[config.mk]
export PLATFORM = sky130hd
export DESIGN_NAME = omp_sparse_scatter
export DESIGN_NICKNAME = d
export VERILOG_FILES = /design/src/rtl/omp_sparse_scatter.sv
export SDC_FILE = /design/constraint.sdc
export NUM_CORES = 2
export LEC_CHECK = 0
export CAP_MARGIN = 10
export CORE_ASPECT_RATIO = 1.1
export CORE_MARGIN = 2
export CORE_UTILIZATION = 35
export CTS_CLUSTER_SIZE = 28
export DETAILED_ROUTE_END_ITERATION = 7
export SLEW_MARGIN = 20
export SYNTH_ARGS = -nofsm -noshare
export SYNTH_HDL_FRONTEND = slang
export SYNTH_SLANG_ARGS = --single-unit
export TNS_END_PERCENT = 50
[constraint.sdc]
create_clock -name clk -period 7.51 [get_ports clk]
set_clock_uncertainty 0.2 [all_clocks]
set_input_delay 1.1265 -clock clk [delete_from_list [all_inputs] [get_ports clk]]
set_output_delay 1.1265 -clock clk [all_outputs]
set_load 0.02 [all_outputs]
[src/rtl/omp_sparse_scatter.sv]
// rtl/omp_sparse_scatter.sv - OMP back end: scatter support/coefficients into a dense pixel stream
//
// Purpose:
//   Collects the support set (slot -> pixel index) and the solved coefficients
//   (slot -> value), then emits one dense N_PIX-pixel block at 1 pixel/cycle over a
//   valid/ready handshake. A pixel-indexed reverse map gives a direct pixel-to-slot
//   lookup, so emission rate does not depend on K_MAX.
//
// Ports:
//   clk, rst_n                 clock, asynchronous active-low reset
//   start, k_final             begin a block (IDLE only), support size to use
//   lambda_we/idx/in           support-set write: slot idx names pixel lambda_in
//   x_we/x_idx/x_val           coefficient write (COLLECT only)
//   coef_done                  coefficients complete, begin emission
//   pixel_valid/ready/addr/val dense output stream
//   busy                       block in progress (state != IDLE)
//   dup_err                    sticky: two slots named the same pixel
//   block_done                 one-cycle pulse after the last pixel is accepted
//
// Configuration:
//   OMP_SCATTER_CLAMP_EN  when defined, negative selected coefficients emit 0.
module omp_sparse_scatter #(
  parameter int N_PIX  = 64,
  parameter int K_MAX  = 16,
  parameter int COEF_W = 24,
  localparam int AW    = $clog2(N_PIX),
  localparam int KW    = $clog2(K_MAX)
) (
  input  logic                     clk,
  input  logic                     rst_n,
  input  logic                     start,
  input  logic [KW:0]              k_final,
  input  logic                     lambda_we,
  input  logic [KW-1:0]            lambda_idx,
  input  logic [AW-1:0]            lambda_in,
  input  logic                     x_we,
  input  logic [KW-1:0]            x_idx,
  input  logic signed [COEF_W-1:0] x_val,
  input  logic                     coef_done,
  output logic                     pixel_valid,
  input  logic                     pixel_ready,
  output logic [AW-1:0]            pixel_addr,
  output logic signed [COEF_W-1:0] pixel_val,
  output logic                     busy,
  output logic                     dup_err,
  output logic                     block_done
);

  typedef enum logic [1:0] {IDLE, COLLECT, EMIT, DONE} state_t;

  state_t                   state;
  logic [AW-1:0]            p;
  logic [KW:0]              k_lat;
  logic [AW-1:0]            support  [K_MAX];
  logic signed [COEF_W-1:0] coef     [K_MAX];
  logic [KW-1:0]            map_slot [N_PIX];
  logic [N_PIX-1:0]         map_vld;

  logic                     lambda_ok;
  logic [KW-1:0]            sel_slot;
  logic                     sel_hit;
  logic signed [COEF_W-1:0] sel_coef;

  // Support writes are frozen once emission starts so the lookup below stays stable.
  assign lambda_ok  = lambda_we && (state == IDLE || state == COLLECT);
  assign pixel_addr = p;

  // A pixel is selected only if the reverse map still agrees with the forward map
  // (a slot re-pointed elsewhere leaves a stale map entry) and the slot is in use.
  always_comb begin
    sel_slot = map_slot[p];
    sel_coef = coef[sel_slot];
    sel_hit  = map_vld[p] && (support[sel_slot] == p) && ({1'b0, sel_slot} < k_lat);
  end

  always_comb begin
    pixel_val = '0;
    if (pixel_valid && sel_hit) begin
`ifdef OMP_SCATTER_CLAMP_EN
      if (!sel_coef[COEF_W-1]) pixel_val = sel_coef;
`else
      pixel_val = sel_coef;
`endif
    end
  end

  always_ff @(posedge clk or negedge rst_n) begin
    if (!rst_n) begin
      state       <= IDLE;
      p           <= '0;
      k_lat       <= '0;
      pixel_valid <= 1'b0;
      busy        <= 1'b0;
      dup_err     <= 1'b0;
      block_done  <= 1'b0;
      map_vld     <= '0;
      for (int i = 0; i < K_MAX; i++) begin
        support[i] <= '0;
        coef[i]    <= '0;
      end
      for (int j = 0; j < N_PIX; j++) begin
        map_slot[j] <= '0;
      end
    end else begin
      block_done <= 1'b0;

      if (lambda_ok) begin
        support[lambda_idx]  <= lambda_in;
        map_slot[lambda_in]  <= lambda_idx;
        map_vld[lambda_in]   <= 1'b1;
        if (map_vld[lambda_in] && (map_slot[lambda_in] != lambda_idx)) begin
          dup_err <= 1'b1;
        end
      end

      case (state)
        IDLE: begin
          if (start) begin
            state <= COLLECT;
            busy  <= 1'b1;
            k_lat <= k_final;
            for (int i = 0; i < K_MAX; i++) begin
              coef[i] <= '0;
            end
          end
        end

        COLLECT: begin
          if (x_we) begin
            coef[x_idx] <= x_val;
          end
          if (coef_done) begin
            state       <= EMIT;
            p           <= '0;
            pixel_valid <= 1'b1;
          end
        end

        EMIT: begin
          if (pixel_ready) begin
            if (&p) begin
              state       <= DONE;
              p           <= '0;
              pixel_valid <= 1'b0;
              block_done  <= 1'b1;
            end else begin
              p <= p + AW'(1);
            end
          end
        end

        DONE: begin
          // Lambda writes are not accepted here, so this clear cannot race one.
          state   <= IDLE;
          busy    <= 1'b0;
          dup_err <= 1'b0;
          map_vld <= '0;
          for (int i = 0; i < K_MAX; i++) begin
            support[i] <= '0;
          end
        end

        default: state <= IDLE;
      endcase
    end
  end

endmodule

==> results.ini <==
[floorplanning]
rows=128
coreArea_um2=111000
die_h_um=355
die_area_um2=115000
die_w_um=323
start_util_pct=35.4
ios=84

[sta]
clock.fmax_ghz=0.137
drv_slew=0
worstMarginPinSlew_ps=1180
slew_headroom_pct=20.9
hold_violations=0
min_period_over_period_pct=97.0
setup_ws_ps=223
whs_ps=270
setup_violations=0
fin_crit_ps=7290
rsz0062_at_grt=false
fin_tns_setup_ps=0

[status]
status=complete, no violations

[synthesis]
yosysUniqueCellTypes=49
synth_area_um2=39300
synth_top_area_share_pct=52.1
yosysTopAreaCell=dfrtp_1
avgSynthCellArea_um2=10.6
syn_inst=3697
synthTopCellsByArea=dfrtp_1 (52%), mux2_2 (8.9%), o21ai_0 (6.8%), nand2_1 (5.2%), mux4_2 (4.9%)
async_reset_ff_share_pct=100
synth_top_flop_cell=dfrtp_1
yosysSeqAreaShare_pct=52.1
yosysWarnings=0
syn-num-nets=3755
synth-edff-count=0
ys_seq_elements=817

[power]
p_leak_nw=19.8
ir_worst_vdd_v=0.000331
switching_power_mw=6.31
clockPowerShare_pct=29.2
power.density_nw_per_um2=361
p_int_mw=9.88
share_comb_of_total_power_pct=35.8
p_total_mw=16.2
swShare_pct=39.0
pwr-share-seq_pct=34.9

[worst_hold_path]
hold_path.class=input pin to async pin

[global_routing]
antenna_found_initial=8
grt_max_degree=193
grt_pass1_vias=29500
gr-total-overflow=0
track_usage_pct=21.0
grt_pass1_wl_um=188000

[critical_path]
critPathArrivalTime_ps=5960
required_ps=6180
crit_fanout=37
crit_type=flop to output port
r2r-start=state[1]
setup.worst_path.start=pixel_addr[0]
end_kind=output port
start_kind=flop

[cells_and_area]
nNetsFinal=3710
final_cell_mix=dfrtp_1 (815), nand2_1 (536), o21ai_0 (534)
fin_util_pct=40.4
final_common_cell=dfrtp_1
drive_gt1_share_pct=18.7
fillers=10800
area_delta_synth_final_pct=14.2

[drt]
drt_iter0_drc=2626
first_pass_iters=7
viasPerCell=5.73
vias=29900
drc=0
wire_per_inst_um=23.2
drt_wl_total_um=121000
drtAntennaViolNets=0

[clock_tree]
clkTransAtPathRegs_ps=60
clock_sinks=817
cts_hold_buf=0
cts_tree=yes
htreeDepth=3
clock_path_buffers=3
cts-root-buf=clkbuf_16
clkLatencyLatePin_ps=690
cts_made_buffers=92

[place]
dpl.hpwl_um=75900
io_buffers=83
place_ws_ps=801
gp_congestion=0.881

[run]
cap_violations=0

==> synthesized netlist by cell type, types with 41 or more instances <==
| cell | number |
|---|---|
| a211oi_1 | 50 |
| a21oi_1 | 134 |
| a221oi_1 | 65 |
| a22o_1 | 42 |
| a22oi_1 | 105 |
| a31oi_1 | 41 |
| clkbuf_1 | 247 |
| dfrtp_1 | 817 |
| mux2_2 | 312 |
| mux2i_1 | 148 |
| mux4_2 | 85 |
| nand2_1 | 539 |
| nand3_1 | 118 |
| nor2_1 | 152 |
| nor2b_1 | 57 |
| o21ai_0 | 534 |
| o22ai_1 | 52 |
==> routing by layer <==
metal	vias up	GRT usage (%)	routed length, um
met1	15300	28.5	51900
met5	-	0	11
met2	1107	33.2	57000
li1	13300	-	-
met3	253	4.10	8270
met4	2	7.80	3990
==> area by class of cell <==
cell class | instances | area (um2) | area share, %
tap | 1495 | 1870 | 4.17
sequential | 817 | 20500 | 45.6
timing repair buffer | 178 | 1700 | 3.80
clock inverter | 40 | 608 | 1.36
multi-input combinational | 2549 | 17600 | 39.2
inverter | 14 | 52.6 | 0.117
clock buffer | 122 | 2560 | 5.70
antenna | 7 | 17.5 | 0.0391
==> worst paths after layout <==
| path | end | slack, ps | cells past startpoint |
|---|---|---|---|
| setup / recovery | pixel_val[1] | 220 | 15 |
| hold / removal | coef[159] | 270 | 1 |
| setup reg to reg | coef[41] | 3880 | 8 |
| hold reg to reg | coef[98] | 270 | 2 |
| max in group asynchronous | map_vld[51] | 5030 | 3 |
| min in group clk | coef[98] | 270 | 2 |
==> power by group through the flow <==
stage,Combinational (mW),Clock [mW],Sequential (mW)
4_1_cts,5.73,4.83,5.64
5_1_grt,6.21,5.01,5.74
2_1_floorplan,3.91,0,5.49
3_3_place_gp,5.68,0,5.70
3_5_place_dp,5.72,0,5.71
6_report,5.80,4.74,5.66
==> repair_timing <==
action                                  in CTS  in global routing
buffers inserted                             0                  1
resized for setup                            0                  5
endpoints found under the setup margin       0                 21
==> critical path, cell delays in order, from the launching register on <==
cell and delay (ps):
dfrtp_4 560, buf_12 310, mux4_2 550, mux2i_1 290
a311oi_1 210, a22oi_2 260, buf_4 190, buf_6 330
mux2i_1 350, o22ai_1 110, nor4_1 250, xnor2_1 180
nand4_2 230, buf_4 320, nor4_1 410, clkdlybuf4s50_1 680
==> per-stage QoR <==
| stage | std cells | area (um2) |
|---|---|---|
| floorplan | 3697 | 39300 |
| global placement | 5051 | 41600 |
| detailed placement | 5051 | 41600 |
| CTS | 5213 | 44800 |
| global route | 5221 | 44800 |
| finish | 5222 | 44900 |
==> state kept, by name, indices dropped and copies added (netlist names), 2 cells and up <==
signal	count
state	2
pixel_addr	6
k_lat	5
map_slot	256
coef	384
map_vld	64
support	96
==> cell families after synthesis <==
kind of cell,share of synthesized area [%]
adders and majority gates,0.255
DFF,52.1
muxes,17.6
AOI/OAI and AO/OA,15.5
xor gates and xnor gates,0.223
buffers and inverters,3.36
and+or+nand+nor,11.0
No activity file was read; power rests on OpenSTA's default activity.
